==> config.mk <==
export PLATFORM = sky130hd
export DESIGN_NAME = keypad_scan_ctrl_flat
export DESIGN_NICKNAME = d
export VERILOG_FILES = /design/src/rtl/keypad_scan_ctrl_if.sv /design/src/rtl/keypad_scan_ctrl.sv /design/src/flat_wrapper.sv
export SDC_FILE = /design/constraint.sdc
export NUM_CORES = 1
export LEC_CHECK = 0
export BUFFER_PORTS_ARGS = -buffer_cell sky130_fd_sc_hd__buf_2
export CORE_ASPECT_RATIO = 2
export CORE_MARGIN = 2
export CORE_UTILIZATION = 30
export CTS_BUF_LIST = sky130_fd_sc_hd__clkbuf_8
export CTS_CLUSTER_DIAMETER = 30
export DETAILED_ROUTE_END_ITERATION = 12
export PLACE_DENSITY = 0.49
export SLEW_MARGIN = 20
export SYNTH_ARGS = -nofsm -noshare
export SYNTH_HDL_FRONTEND = slang
export SYNTH_SLANG_ARGS = --single-unit
==> constraint.sdc <==
create_clock -name clk -period 2.28 [get_ports clk]
set_input_delay 0.456 -clock clk [delete_from_list [all_inputs] [get_ports clk]]
set_output_delay 0.456 -clock clk [all_outputs]
set_load 0.05 [all_outputs]
==> src/rtl/keypad_scan_ctrl_if.sv <==
// Key-result bundle from the keypad scanner to downstream logic
// (key decoder, LED/display). Master drives, slave observes.
interface keypad_scan_ctrl_if;
  logic [3:0] key_code;
  logic       key_valid;
  logic       key_held;

  modport master (
    output key_code,
    output key_valid,
    output key_held
  );

  modport slave (
    input key_code,
    input key_valid,
    input key_held
  );
endinterface

==> src/rtl/keypad_scan_ctrl.sv <==
// 4x4 matrix-keypad column sweep: one column driven low per slot, rows sampled at
// slot end, debounced press/release, one key code reported per accepted press.
module keypad_scan_ctrl #(
  parameter int SCAN_DIV       = 27_000,
  parameter int DEBOUNCE_TICKS = 4
) (
  input  logic               clk,
  input  logic               n_reset,
  input  logic [3:0]         filas,
  output logic [3:0]         columnas,
  keypad_scan_ctrl_if.master key_if
);
  localparam int DIV_W = $clog2(SCAN_DIV);
  localparam int CNT_W = $clog2(DEBOUNCE_TICKS + 1);
  localparam logic [DIV_W-1:0] DIV_LAST = DIV_W'(SCAN_DIV - 1);
  localparam logic [CNT_W-1:0] CNT_ONE  = CNT_W'(1);
  localparam logic [CNT_W-1:0] CNT_DONE = CNT_W'(DEBOUNCE_TICKS);

  typedef enum logic [1:0] {
    ST_SCAN,
    ST_DEBOUNCE,
    ST_HELD,
    ST_RELEASE
  } state_t;

  logic [3:0]       filas_meta_reg;
  logic [3:0]       rs_reg;
  logic [DIV_W-1:0] div_reg;
  logic             tick;

  state_t           state_reg, state_next;
  logic [3:0]       columnas_reg, columnas_next;
  logic [3:0]       pat_reg, pat_next;
  logic [CNT_W-1:0] cnt_reg, cnt_next;
  logic [3:0]       key_code_reg, key_code_next;
  logic             key_valid_reg, key_valid_next;
  logic             key_held_reg, key_held_next;

  logic [3:0]       rs_low;
  logic             single;
  logic [1:0]       row_idx;
  logic [3:0]       col_low;
  logic [1:0]       col_idx;
  logic [3:0]       columnas_rot;
  logic [CNT_W-1:0] cnt_inc;
  logic             accept;
  logic             release_key;

  // Rows come straight off pulled-up pins, so they idle high through reset.
  always_ff @(posedge clk or negedge n_reset) begin
    if (!n_reset) begin
      filas_meta_reg <= 4'b1111;
      rs_reg         <= 4'b1111;
    end else begin
      filas_meta_reg <= filas;
      rs_reg         <= filas_meta_reg;
    end
  end

  assign tick = (div_reg == DIV_LAST);

  always_ff @(posedge clk or negedge n_reset) begin
    if (!n_reset) begin
      div_reg <= '0;
    end else if (tick) begin
      div_reg <= '0;
    end else begin
      div_reg <= div_reg + 1'b1;
    end
  end

  // Exactly one row low means one key; zero or several are treated as no key.
  assign rs_low  = ~rs_reg;
  assign single  = (rs_low != 4'b0000) && ((rs_low & 4'(rs_low - 4'd1)) == 4'b0000);
  assign row_idx = {rs_low[3] | rs_low[2], rs_low[3] | rs_low[1]};

  assign col_low      = ~columnas_reg;
  assign col_idx      = {col_low[3] | col_low[2], col_low[3] | col_low[1]};
  assign columnas_rot = {columnas_reg[2:0], columnas_reg[3]};
  assign cnt_inc      = cnt_reg + 1'b1;

  always_comb begin
    state_next     = state_reg;
    columnas_next  = columnas_reg;
    pat_next       = pat_reg;
    cnt_next       = cnt_reg;
    key_code_next  = key_code_reg;
    key_valid_next = 1'b0;
    key_held_next  = key_held_reg;
    accept         = 1'b0;
    release_key    = 1'b0;

    if (tick) begin
      case (state_reg)
        ST_SCAN: begin
          if (single) begin
            pat_next = rs_reg;
            cnt_next = CNT_ONE;
            if (DEBOUNCE_TICKS == 1) begin
              accept = 1'b1;
            end else begin
              state_next = ST_DEBOUNCE;
            end
          end else begin
            columnas_next = columnas_rot;
          end
        end
        ST_DEBOUNCE: begin
          if (rs_reg == pat_reg) begin
            cnt_next = cnt_inc;
            if (cnt_inc == CNT_DONE) begin
              accept = 1'b1;
            end
          end else begin
            state_next    = ST_SCAN;
            columnas_next = columnas_rot;
          end
        end
        ST_HELD: begin
          // Any deviation on the frozen column, including another key, starts release.
          if (rs_reg != pat_reg) begin
            cnt_next = CNT_ONE;
            if (DEBOUNCE_TICKS == 1) begin
              release_key = 1'b1;
            end else begin
              state_next = ST_RELEASE;
            end
          end
        end
        ST_RELEASE: begin
          if (rs_reg == pat_reg) begin
            state_next = ST_HELD;
          end else begin
            cnt_next = cnt_inc;
            if (cnt_inc == CNT_DONE) begin
              release_key = 1'b1;
            end
          end
        end
        default: begin
          state_next = ST_SCAN;
        end
      endcase
    end

    // At accept the synced rows still equal the latched pattern, so rs gives the row.
    if (accept) begin
      key_code_next  = {row_idx, col_idx};
      key_valid_next = 1'b1;
      key_held_next  = 1'b1;
      state_next     = ST_HELD;
    end

    if (release_key) begin
      key_held_next = 1'b0;
      state_next    = ST_SCAN;
      columnas_next = columnas_rot;
    end
  end

  always_ff @(posedge clk or negedge n_reset) begin
    if (!n_reset) begin
      state_reg     <= ST_SCAN;
      columnas_reg  <= 4'b1110;
      pat_reg       <= 4'b1111;
      cnt_reg       <= '0;
      key_code_reg  <= 4'h0;
      key_valid_reg <= 1'b0;
      key_held_reg  <= 1'b0;
    end else begin
      state_reg     <= state_next;
      columnas_reg  <= columnas_next;
      pat_reg       <= pat_next;
      cnt_reg       <= cnt_next;
      key_code_reg  <= key_code_next;
      key_valid_reg <= key_valid_next;
      key_held_reg  <= key_held_next;
    end
  end

  assign columnas         = columnas_reg;
  assign key_if.key_code  = key_code_reg;
  assign key_if.key_valid = key_valid_reg;
  assign key_if.key_held  = key_held_reg;
endmodule

==> src/flat_wrapper.sv <==
// flat-port wrapper written by rule: the top's interface ports become plain ports
module keypad_scan_ctrl_flat 
#(
  parameter int SCAN_DIV       = 27_000,
  parameter int DEBOUNCE_TICKS = 4
)
  (clk, n_reset, filas, columnas, key_if_key_code, key_if_key_valid, key_if_key_held);
  keypad_scan_ctrl_if key_if_i ();
  input  logic clk;
  input  logic n_reset;
  input  logic [3:0] filas;
  output logic [3:0] columnas;
  output wire logic [$bits(key_if_i.key_code)-1:0] key_if_key_code;
  output wire logic [$bits(key_if_i.key_valid)-1:0] key_if_key_valid;
  output wire logic [$bits(key_if_i.key_held)-1:0] key_if_key_held;
  assign key_if_key_code = key_if_i.key_code;
  assign key_if_key_valid = key_if_i.key_valid;
  assign key_if_key_held = key_if_i.key_held;
  keypad_scan_ctrl #(.SCAN_DIV(SCAN_DIV), .DEBOUNCE_TICKS(DEBOUNCE_TICKS)) u_core (.clk(clk), .n_reset(n_reset), .filas(filas), .columnas(columnas), .key_if(key_if_i));
endmodule
Word-level counts from Yosys, hierarchy flattened
Index checks and enable logic that the tools add are counted.
{"block": "totals", "reg_bits": 42, "inputBits": 6, "output_inout_bits": 10, "word_cells": 78}
{"block": "classes", "n_addsub": 3, "n_eq_ne": 17, "n_mux": 29, "n_bitwise": 7, "n_reduce_logical": 12}
{"operator": "$mux 4", "n": 4}
{"operator": "$add 15x1->15 const B", "n": 1}
{"operator": "$eq 15x15->1 const B", "n": 1}
{"operator": "$mux 15", "n": 1}
{"operator": "$mux 2", "n": 7}
{"operator": "$mux 3", "n": 4}
{"operator": "$ne 4x1->1 const B", "n": 3}
{"operator": "$pmux 3 s4", "n": 1}
{"operator": "$mux 1", "n": 10}
{"operator": "$reduce_and 5->1", "n": 2}
{"operator": "$not 4->4", "n": 2}
{"operator": "$pmux 2 s4", "n": 1}
{"operator": "$pmux 4 s2", "n": 1}
{"operator": "$ne 2x1->1 const B", "n": 3}
{"operator": "$reduce_bool 3->1", "n": 2}
{"operator": "$and 4x4->4", "n": 1}
{"operator": "$eq 2x2->1 const B", "n": 2}
{"operator": "$eq 4x4->1", "n": 1}
{"operator": "$logic_not 4->1", "n": 1}
{"operator": "$ne 4x2->1 const B", "n": 1}
{"operator": "$ne 4x4->1", "n": 1}
{"operator": "$or 1x1->1", "n": 4}
{"operator": "$reduce_and 4->1", "n": 1}
{"operator": "$reduce_bool 2->1", "n": 2}
{"operator": "11 further kinds", "n": 11}

Longest topological paths before layout
Gate-level depths: netlist (run 1).
{"block": "logic_depth", "ltp_word": 10, "mapped_depth": 7, "ltp_nobuf": 6}

Worst setup path after synthesis (run 1)
OpenSTA, ideal clock, no wires.
{"block": "synth_path", "kind": "register to register", "start": "register u_core.rs_reg[0]", "end": "register u_core.columnas_reg[0], in the netlist u_core.columnas[0]", "arrival_ps": 1736, "slack_ps": 417, "stages_incl_launch_ff": 6, "path_cell_list": "dfstp_2 > and4b_1 > a311oi_2 > a22oi_2 > a21oi_4 > mux2_1"}
{"block": "synth_via", "elab_chain_cells": 7, "elab_cells_between_ends": 16}
{"item": "from (decl)", "line": "keypad_scan_ctrl.sv:27", "text": "logic [3:0] rs_reg;"}
{"item": "from (signal assigned)", "line": "keypad_scan_ctrl.sv:56", "text": "rs_reg <= filas_meta_reg;"}
{"item": "$not 4->4", "line": "keypad_scan_ctrl.sv:73", "text": "assign rs_low = ~rs_reg;"}
{"item": "$sub 4x1->4", "line": "keypad_scan_ctrl.sv:74", "text": "assign single = (rs_low != 4'b0000) && ((rs_low & 4'(rs_low - 4'd1)) == 4'b0000);"}
{"item": "$and 4x4->4", "line": "keypad_scan_ctrl.sv:74"}
{"item": "$logic_not 4->1", "line": "keypad_scan_ctrl.sv:74"}
{"item": "$logic_and 1x1->1", "line": "keypad_scan_ctrl.sv:74"}
{"item": "$ne 3x3->1 (no source line)"}
{"item": "$reduce_and 4->1 (no source line)"}
{"item": "to (signal assigned)", "line": "keypad_scan_ctrl.sv:172", "text": "columnas_reg <= columnas_next;"}
{"item": "to (decl)", "line": "keypad_scan_ctrl.sv:32", "text": "logic [3:0] columnas_reg, columnas_next;"}
Several ways; a longest one is shown, not always the timed one.
A chain may end at the register's enable or synchronous reset.

Final worst setup path (run 1)
Ends and elaborated chain as after synthesis.

==> results by group, run 1 <==
Place
  – RD Place Congestion: 0.800
  – Hpwl dp: around 2700 um
  – IO buf count: 15
  – Post-place setup slack: between 0.2 and 0.3 ns

Cells and area
  – Max FFs per register: 15
  – Fraction of layout instances using a drive strength above 1: 30.7%
  – Fin nets: about 180
  – Commonest non-fill, non-tap cells in the layout: dfrtp_1, nor2_1, buf_2, dfstp_2
  – Area Growth Syn to Fin: 14.6%
  – Ant diodes: 0
  – Commonest non-fill, non-tap cell in the layout: dfrtp_1
  – Finished Core Util: 35.4%

Worst setup path
  – R2R depth: 5
  – Arrival @ worst endpoint: 2.20 ns
  – Flop2flop setup slack: 0.27 ns
  – Startpoint Class: flip-flop
  – CP endpoint: u_core.columnas[0]
  – Critical path origin: u_core.rs_reg[0]
  – Worst Path Max Fanout: 5
  – WS Path Type: reg2reg
  – R2r startpoint: u_core.rs_reg[0]
  – Worst Path Required: 2.47 ns
  – Worst setup EP type: flip-flop
  – Reg2reg end: u_core.columnas[0]

Floorplan
  – Core area: about 0.0063 mm2
  – Initial core utilization: 30.9%
  – Die H: ~120 um
  – I/O pin count: 16
  – Die X: 61.0 um
  – Die area: 0.00719 mm2
  – Std-Cell Rows: 41

Synthesis
  – Syn_area_per_cell: 12.3 um2
  – Post-synth EDFFs: 0
  – Synthesized cell area: 0.00195 mm2
  – Ys Warns: 0
  – Synth Instances: 158
  – Asr flop ratio synth: 100%
  – Post-synth top flop: dfrtp_1
  – Number of synthesized register bits: 42
  – Synth unique cells: 43
  – Syn_nets: 167
  – Sequential element share of the synthesized area: 54.9%

Timing
  – Clk_skew: about 0.0055 ns
  – Tightest Pin Transition: 0.827 ns
  – Endpoints failing hold: 0
  – Tmin final: approximately 2 ns
  – TNS Setup: 0 ns
  – Setup violations, final: 0
  – Max-slew violation count: 0
  – Max transition margin: 44.9%
  – Max Freq: 0.497 GHz
  – RSZ-0062 raised after global routing: false
  – Worst setup margin: 0.269 ns
  – Final Cycle Share: 88.2%
  – Hold WS: 0.248 ns

Clock tree
  – Post-CTS Hold Buffers: 0
  – Worst-path clk slew: 0.08 ns
  – Setup Fix Bufs, Post-CTS: 0
  – Clk_lat worst skew: ~0.30 ns
  – CTS tree: yes
  – H-tree Lvls: 2
  – Max Buffers Root-to-Sink: 2
  – Post-CTS resize count: 0
  – CTS Root Cell: clkbuf_8
  – CTS Sinks: 42
  – CTS buffer count: 5

Global routing
  – Global-route wire length before repair: 6180 um
  – Grt ovf: 0
  – Initial antenna violation count: 0
  – Largest net degree at the start of global routing: 38
  – Vias in the first global route: 1374
  – GRT Overall Usage: 11.7%

Pwr
  – Max IR drop VDD: ~270 uV
  – LEAKAGE: 1.01 nW
  – P per Cell Area: 672 mW/mm2

Hold path
  – Hold WC Path Type: in2async

Routing
  – Wire per inst: 13.9 um
  – DRT antenna net count: 0
  – Drt via density: 4.76
  – Final wirelength: roughly 3600 um
  – Via count: approximately 1.2k
  – Initial detailed-routing violation count: 40
  – DR pass1 iterations: 4
  – Post-route DRC: 0

Run status
  – Status: complete, no violations

Job
  – Max Cap Violations: 0
report_power, final:
part / switching (W) / leakage [nW] / internal [W] / total, W
Sequential: 0.00000712 / 0.519 / 0.000758 / 0.000765
Clock: 0.000261 / 0.0683 / 0.000439 / 0.000700
Combinational: 0.0000236 / 0.421 / 0.0000112 / 0.0000349
Total: 0.000292 / 1.01 / 0.00121 / 0.00150
per-layer routing:
layer	routed length (um)	track usage [%]	part of all wire [%]	vias up
met5	0	0	0	-
met1	1310	10.4	36	627
met3	99	3.74	2.7	8
li1	-	-	-	594
met2	2110	20.9	58	19
met4	114	7.47	3.1	0
kinds of logic (layout without fill, tap and decap cells):
logic type                 count (synthesis)  count (layout)  share of synthesized area, %
buffers and inverters                      8              26                          2.63
muxes                                      8               8                          4.63
AOI/OAI and AO/OA                         20              20                          7.52
adders and majority gates                  3               3                          1.93
and+or+nand+nor                           59              59                          20.2
DFF                                       42              42                          54.9
xor gates and xnor gates                  18              18                          8.10
cell type report:
cell class	instances	area (um2)
clock buffers	5	68.8
clock inverters	3	68.8
fillers	641	4080
inverters	2	7.51
multi-input cells	108	826
flip-flops and latches	42	1070
well taps	86	108
repair buffers	16	82.6
worst min path at each step:
stage                           endpoint  slack (ns)                     start  depth (start not counted)
6_report       u_core.key_if.key_code[3]        0.25                   n_reset                          1
5_1_grt         u_core.filas_meta_reg[3]        0.22                  filas[3]                          1
4_1_cts         u_core.filas_meta_reg[3]        0.23                  filas[3]                          1
3_5_place_dp            u_core.rs_reg[3]        0.35  u_core.filas_meta_reg[3]                          0
3_3_place_gp            u_core.rs_reg[2]        0.35  u_core.filas_meta_reg[2]                          0
2_1_floorplan          u_core.cnt_reg[0]        0.16                   n_reset                          0
through the flow:
stage          total power (W)  cell area, um2  std cells
6_report               0.00150            2230        262
5_1_grt                0.00157            2230        262
4_1_cts                0.00153            2230        262
3_5_place_dp          0.000816            2090        254
3_3_place_gp          0.000815            2090        254
2_1_floorplan         0.000793            1950        158
worst max-delay path, stage by stage, from the launching register on:
cell	delay, ns
dfstp_2	0.58
and4b_1	0.21
a311oi_2	0.40
a22oi_2	0.15
a21oi_4	0.22
mux2_1	0.34
cells in the mapped netlist, types with 4 or more instances:
library cell | n | area (um2)
xor2_1 | 8 | 70.1
nand3_1 | 10 | 50.1
xnor2_1 | 10 | 87.6
and3_1 | 4 | 25.0
nand2_1 | 4 | 15.0
o21ai_0 | 7 | 35.0
mux2_2 | 4 | 45.0
mux2_1 | 4 | 45.0
dfstp_2 | 15 | 394
dfrtp_1 | 27 | 676
a31oi_1 | 4 | 25.0
nor2_1 | 16 | 60.1
(Power assumes the default switching activity.)
==> run 2: changes to the inputs <==
ABC_AREA = 1   (was default)
SLEW_MARGIN = default   (was 20)
==> run 2 against run 1 <==
Clock skew grew 0.0052 ns. Worst setup slack better by 0.31 ns. Sequential power about the same. Routed wire length grew 17%. First-iteration DRC count grew 130%. Register-to-register slack better by 0.31 ns. Fmax increased by 18%. Critical path depth increased by 4. Global-route usage increased by 1.1 points. Via count up 29%. Final cell count up 39%.
==> results by group, run 2 <==
Run status
  – Status: complete, no violations (unchanged)

Global routing
  – Largest net degree at the start of global routing: 35 (was 38)
  – Initial antenna violation count: 0 (unchanged)
  – Grt ovf: 0 (unchanged)
  – Global-route wire length before repair: 7450 um (was 6180 um)
  – Vias in the first global route: 1609 (was 1374)
  – GRT Overall Usage: 12.8% (was 11.7%)

Routing
  – DRT antenna net count: 0 (unchanged)
  – Initial detailed-routing violation count: 92 (was 40)
  – DR pass1 iterations: 4 (unchanged)
  – Wire per inst: 11.6 um (was 13.9 um)
  – Drt via density: 4.40 (was 4.76)
  – Post-route DRC: 0 (unchanged)
  – Via count: 1606 (was 1248)
  – Final wirelength: 4250 um (was 3630 um)

Clock tree
  – CTS buffer count: 5 (unchanged)
  – Max Buffers Root-to-Sink: 2 (unchanged)
  – CTS tree: yes (unchanged)
  – Clk_lat worst skew: 0.31 ns (was 0.30 ns)
  – Setup Fix Bufs, Post-CTS: 0 (unchanged)
  – Post-CTS Hold Buffers: 0 (unchanged)
  – CTS Root Cell: clkbuf_8 (unchanged)
  – CTS Sinks: 42 (unchanged)
  – Post-CTS resize count: 0 (unchanged)
  – H-tree Lvls: 2 (unchanged)
  – Worst-path clk slew: 0.09 ns (was 0.08 ns)

Timing
  – Max-slew violation count: 0 (unchanged)
  – RSZ-0062 raised after global routing: false (unchanged)
  – Max transition margin: 47.7% (was 44.9%)
  – Final Cycle Share: 74.5% (was 88.2%)
  – Clk_skew: 0.0108 ns (was 0.00555 ns)
  – Worst setup margin: 0.580 ns (was 0.269 ns)
  – Tightest Pin Transition: 0.785 ns (was 0.827 ns)
  – Hold WS: 0.231 ns (was 0.248 ns)
  – Tmin final: 1.70 ns (was 2.01 ns)
  – Setup violations, final: 0 (unchanged)
  – TNS Setup: 0 ns (unchanged)
  – Max Freq: 0.588 GHz (was 0.497 GHz)
  – Endpoints failing hold: 0 (unchanged)

Floorplan
  – I/O pin count: 16 (unchanged)
  – Die X: 63.4 um (was 61.0 um)
  – Std-Cell Rows: 43 (was 41)
  – Initial core utilization: 30.7% (was 30.9%)
  – Core area: 0.00689 mm2 (was 0.00631 mm2)
  – Die H: 123 um (was 118 um)
  – Die area: 0.00779 mm2 (was 0.00719 mm2)

Worst setup path
  – WS Path Type: reg2reg (unchanged)
  – Startpoint Class: flip-flop (unchanged)
  – Arrival @ worst endpoint: 1.91 ns (was 2.20 ns)
  – Worst setup EP type: flip-flop (unchanged)
  – Worst Path Max Fanout: 10 (was 5)
  – R2R depth: 9 (was 5)
  – Worst Path Required: 2.49 ns (was 2.47 ns)

Cells and area
  – Commonest non-fill, non-tap cells in the layout: nand2_1, inv_1, dfrtp_1 (was dfrtp_1, nor2_1, buf_2, dfstp_2)
  – Fin nets: 283 (was 184)
  – Max FFs per register: 15 (unchanged)
  – Commonest non-fill, non-tap cell in the layout: nand2_1 (was dfrtp_1)
  – Post-Layout Inst Area: 0.00242 mm2 (was 0.00223 mm2)
  – Ant diodes: 0 (unchanged)
  – Fraction of layout instances using a drive strength above 1: 27.3% (was 30.7%)
  – Area Growth Syn to Fin: 14.5% (was 14.6%)

Pwr
  – P per Cell Area: 577 mW/mm2 (was 672 mW/mm2)
  – LEAKAGE: 1.24 nW (was 1.01 nW)
  – Max IR drop VDD: 238 uV (was 272 uV)
  – Total power: 0.00140 W (was 0.00150 W)

Synthesis
  – Area share of the leading cell type in the synthesized netlist: 31.9% (was 34.7%)
  – Most frequent cell after synthesis: nand2_1 (was dfrtp_1)
  – Ys Warns: 0 (unchanged)
  – Synth area leaders: dfrtp_1, dfstp_2, nand2_1 (was dfrtp_1, dfstp_2, xnor2_1)
  – Syn_nets: 260 (was 167)
  – Post-synth EDFFs: 0 (unchanged)
  – Synth Instances: 251 (was 158)
  – Sequential element share of the synthesized area: 50.5% (was 54.9%)
  – Synth top cells by count: nand2_1, inv_1, dfrtp_1, nor2_1, nand3_1 (was dfrtp_1, nor2_1, dfstp_2, nand3_1, xnor2_1)
  – Synthesized cell area: 0.00212 mm2 (was 0.00195 mm2)
  – Synth unique cells: 30 (was 43)
  – Syn_area_per_cell: 8.43 um2 (was 12.3 um2)
  – Post-synth top area cell: dfrtp_1 (unchanged)
  – Asr flop ratio synth: 100% (unchanged)
  – Post-synth top flop: dfrtp_1 (unchanged)
  – Number of synthesized register bits: 42 (unchanged)

Place
  – Post-place setup slack: 0.554 ns (was 0.255 ns)
  – Post-DP Area: 0.00231 mm2 (was 0.00209 mm2)
  – IO buf count: 15 (unchanged)
  – RD Place Congestion: 0.774 (was 0.800)
  – Hpwl dp: 3270 um (was 2700 um)

Hold path
  – Hold WC Path Type: in2async (unchanged)

Job
  – Max Cap Violations: 0 (unchanged)
==> run 2: path summary, 6_finish.rpt <==
kind / startpoint / to / slack, ns
setup reg to reg: u_core.cnt_reg[0] / u_core.key_if.key_code[2] / 0.58
max in group asynchronous: n_reset / u_core.filas_meta_reg[3] / 1.38
hold / removal: n_reset / u_core.cnt_reg[0] / 0.23
hold reg to reg: u_core.filas_meta_reg[0] / u_core.rs_reg[0] / 0.34
setup / recovery: u_core.cnt_reg[0] / u_core.key_if.key_code[2] / 0.58
min in group clk: filas[3] / u_core.filas_meta_reg[3] / 0.25
==> run 2: where the power goes <==
part / internal, W / switching, W
Clock: 0.000322 / 0.000270
Sequential: 0.000758 / 0.00000677
Combinational: 0.0000126 / 0.0000296
==> run 2: layout make-up <==
cell class | count | area (um2)
tap | 90 | 113
timing repair buffer | 17 | 90.1
fill | 753 | 4460
clock inverter | 3 | 41.3
inverter | 41 | 159
sequential | 42 | 1070
multi-input combinational | 167 | 883
clock buffer | 5 | 68.8
==> run 2: cells by family (layout without fill, tap and decap cells) <==
kind of cell             after synthesis  count (layout)  synth area share [%]
buffers and inverters                 42              66                  7.74
AND/OR/NAND/NOR                      139             139                  33.2
XOR/XNOR                               3               3                  1.24
flip-flops                            42              42                  50.5
adder cells (fa/ha/maj)                3               3                  1.77
AO/OA/AOI/OAI                         22              22                  5.50
==> run 2: worst max-delay path, cell delays in order (launching register included) <==
cell,delay [ns]
dfrtp_1,0.43
ha_1,0.22
xor2_1,0.23
nand2_1,0.18
nor2_4,0.17
nand2_4,0.07
clkinv_4,0.09
nand3_1,0.10
o21ai_2,0.07
inv_2,0.03
==> run 2: stage by stage <==
step	instances	util, %
finish	365	35.2
global route	365	35.2
CTS	365	35.2
detailed placement	357	33.6
global placement	357	33.6
floorplan	251	-
==> run 2: metal layers <==
metal / up-vias / wire [um] / global-route usage, %
met5: - / 0 / 0
met4: 0 / 134 / 7.20
met3: 9 / 91 / 3.02
met2: 14 / 2510 / 24.9
met1: 745 / 1510 / 11.7
li1: 838 / - / -
==> run 3: changes to the inputs <==
ABC_AREA = 0   (was 1)
PLACE_DENSITY = 0.5   (was 0.49)
clock period = 1.4 ns   (was 2.28 ns; I/O delays follow)
==> run 3 against run 2 <==
The run now ends with setup timing left. Clock-buffer cell count unchanged. Die area decreased by 7.7%. Worst setup slack got worse by 1.1 ns. Global-route usage increased by 0.66 points. Combinational power increased to 2.5 times the previous value. Register-to-register slack got worse by 1.1 ns. Critical endpoint is now u_core.columnas[0].
==> results by group, run 3 (same netlist as run 1, synthesis figures left out) <==
Run status
  – Status: complete, but fails checks (was complete, no violations)
  – Failing checks: setup timing

Floorplan
  – Die area: 0.00719 mm2 (was 0.00779 mm2)
  – I/O pin count: 16 (unchanged)
  – Die X: 61.0 um (was 63.4 um)
  – Die H: 118 um (was 123 um)
  – Initial core utilization: 30.9% (was 30.7%)
  – Std-Cell Rows: 41 (was 43)
  – Core area: 0.00631 mm2 (was 0.00689 mm2)

Routing
  – Via count: 1497 (was 1606)
  – DR pass1 iterations: 3 (was 4)
  – Final wirelength: 4500 um (was 4250 um)
  – Drt via density: 4.68 (was 4.40)
  – DRT antenna net count: 0 (unchanged)
  – Wire per inst: 14.1 um (was 11.6 um)
  – Post-route DRC: 0 (unchanged)
  – Initial detailed-routing violation count: 23 (was 92)

Job
  – Max Cap Violations: 0 (unchanged)

Cells and area
  – Commonest non-fill, non-tap cells in the layout: buf_4, dfrtp_1, dfstp_2 (was nand2_1, inv_1, dfrtp_1)
  – Fraction of layout instances using a drive strength above 1: 60.3% (was 27.3%)
  – Storage element area: 0.00107 mm2 (unchanged)
  – Multi-input logic area: 0.00102 mm2 (was 883 um2)
  – Commonest non-fill, non-tap cell in the layout: buf_4 (was nand2_1)
  – Area Growth Syn to Fin: 51.4% (was 14.5%)
  – Fin nets: 242 (was 283)
  – Ant diodes: 0 (unchanged)
  – Fillers: 593 (was 753)
  – Non-Filler Instances: 320 (was 365)
  – Finished Core Util: 46.7% (was 35.2%)
  – Max FFs per register: 15 (unchanged)

Worst setup path
  – Critical path origin: u_core.rs_reg[1] (was u_core.cnt_reg[0])
  – Worst Path Max Fanout: 4 (was 10)
  – R2r startpoint: u_core.rs_reg[1] (was u_core.cnt_reg[0])
  – Startpoint Class: flip-flop (unchanged)
  – Worst setup EP type: flip-flop (unchanged)
  – Arrival @ worst endpoint: 2.09 ns (was 1.91 ns)
  – Worst Path Required: 1.59 ns (was 2.49 ns)
  – WS Path Type: reg2reg (unchanged)

Timing
  – Endpoints failing hold: 0 (unchanged)
  – Worst setup margin: -0.502 ns (was 0.580 ns)
  – Max-slew violation count: 0 (unchanged)
  – Max transition margin: 75.1% (was 47.7%)
  – Final Cycle Share: 136% (was 74.5%)
  – Tightest Pin Transition: 0.373 ns (was 0.785 ns)
  – Max Freq: 0.526 GHz (was 0.588 GHz)
  – RSZ-0062 raised after global routing: true (was false)
  – Setup violations, final: 22 (was 0)
  – Tmin final: 1.90 ns (was 1.70 ns)
  – Clk_skew: 0.00805 ns (was 0.0108 ns)

Hold path
  – Hold WC Path Type: in2reg (was in2async)
  – Min-delay src: filas[1]

Clock tree
  – CTS Root Cell: clkbuf_8 (unchanged)
  – Worst-path clk slew: 0.08 ns (was 0.09 ns)
  – CTS buffer count: 5 (unchanged)
  – Max Buffers Root-to-Sink: 2 (unchanged)
  – CTS tree: yes (unchanged)
  – CTS Sinks: 42 (unchanged)
  – Clk_lat worst skew: 0.30 ns (was 0.31 ns)
  – H-tree Lvls: 2 (unchanged)

Pwr
  – Clock power frac: 46.1% (was 42.3%)
  – Switching part of the total power: 20.2% (was 21.9%)
  – LEAKAGE: 1.37 nW (was 1.24 nW)
  – Power Internal: 0.00200 W (was 0.00109 W)
  – Sequential Power Share: 49.7% (was 54.7%)
  – Sw power: 0.000506 W (was 0.000306 W)
  – Combinational share of power: 4.2% (was 3.0%)
  – Max IR drop VDD: 710 uV (was 238 uV)
  – P per Cell Area: 851 mW/mm2 (was 577 mW/mm2)

Global routing
  – Largest net degree at the start of global routing: 28 (was 35)
  – Initial antenna violation count: 0 (unchanged)
  – Global-route wire length before repair: 7270 um (was 7450 um)
  – Vias in the first global route: 1592 (was 1609)
  – Grt ovf: 0 (unchanged)
  – GRT Overall Usage: 13.4% (was 12.8%)

Place
  – IO buf count: 15 (unchanged)
  – RD Place Congestion: 0.762 (was 0.774)
  – Hpwl dp: 3140 um (was 3270 um)
  – Cells after DPL: 293 (was 357)
==> run 3: layout make-up <==
class                   count  area share [%]
clock inverters             3            2.33
multi-input cells         108            34.6
repair buffers             74            20.5
well taps                  86            3.65
clock buffers               5            2.33
inverters                   2           0.255
flip-flops and latches     42            36.3
==> run 3: metrics by stage <==
step	setup slack (ns)	cell area, um2	power (W)	TNS [ns]	hold WS, ns
final	-0.502	2950	0.00251	-7.85	0.0754
after detailed placement	-0.512	2410	0.00135	-8.24	0.217
after global routing	-0.545	2950	0.00258	-10.30	0.0601
after floorplan	-0.463	1960	0.00129	-5.87	-0.0156
after global placement	-0.449	2410	0.00135	-7.02	0.208
after CTS	-0.516	2770	0.00252	-7.40	0.0723
==> run 3: critical path: stages, from the launching register on <==
cell and delay (ns):
dfstp_2 0.57, and4b_1 0.21, a311oi_2 0.32, a22oi_2 0.13
a21oi_4 0.23, mux2_4 0.32
==> run 3: routing by layer <==
layer	GRT usage, %	up-vias	share of wire, %
met3	2.97	5	1.7
li1	-	709	-
met1	13.0	769	36
met4	4.62	0	1.7
met2	25.7	14	61
met5	0	-	0
==> run 3: worst paths after layout <==
check / end / slack (ns) / cells past startpoint
max: u_core.columnas[0] / -0.50 / 5
min: u_core.filas_meta_reg[1] / 0.08 / 1
max reg2reg: u_core.columnas[0] / -0.50 / 5
min reg2reg: u_core.rs_reg[0] / 0.36 / 0
max in group asynchronous: u_core.pat_reg[0] / 0.42 / 3
min in group asynchronous: u_core.key_if.key_code[0] / 0.43 / 2
==> run 3: power groups by stage <==
| stage | clock network [W] | registers, W | logic (W) |
|---|---|---|---|
| after floorplan | 0 | 0.00126 | 0.0000277 |
| after global placement | 0 | 0.00127 | 0.0000793 |
| after detailed placement | 0 | 0.00127 | 0.0000810 |
| after CTS | 0.00118 | 0.00125 | 0.000101 |
| after global routing | 0.00122 | 0.00125 | 0.000114 |
| final | 0.00116 | 0.00125 | 0.000106 |
==> run 3: timing repair <==
item,in CTS,in global routing
pin swaps,20,26
resized for setup,32,30
endpoints found under the setup margin,31,32
hold buffers,1,0
cloned,1,0
setup buffers,10,10
hold endpoints to repair,12,0
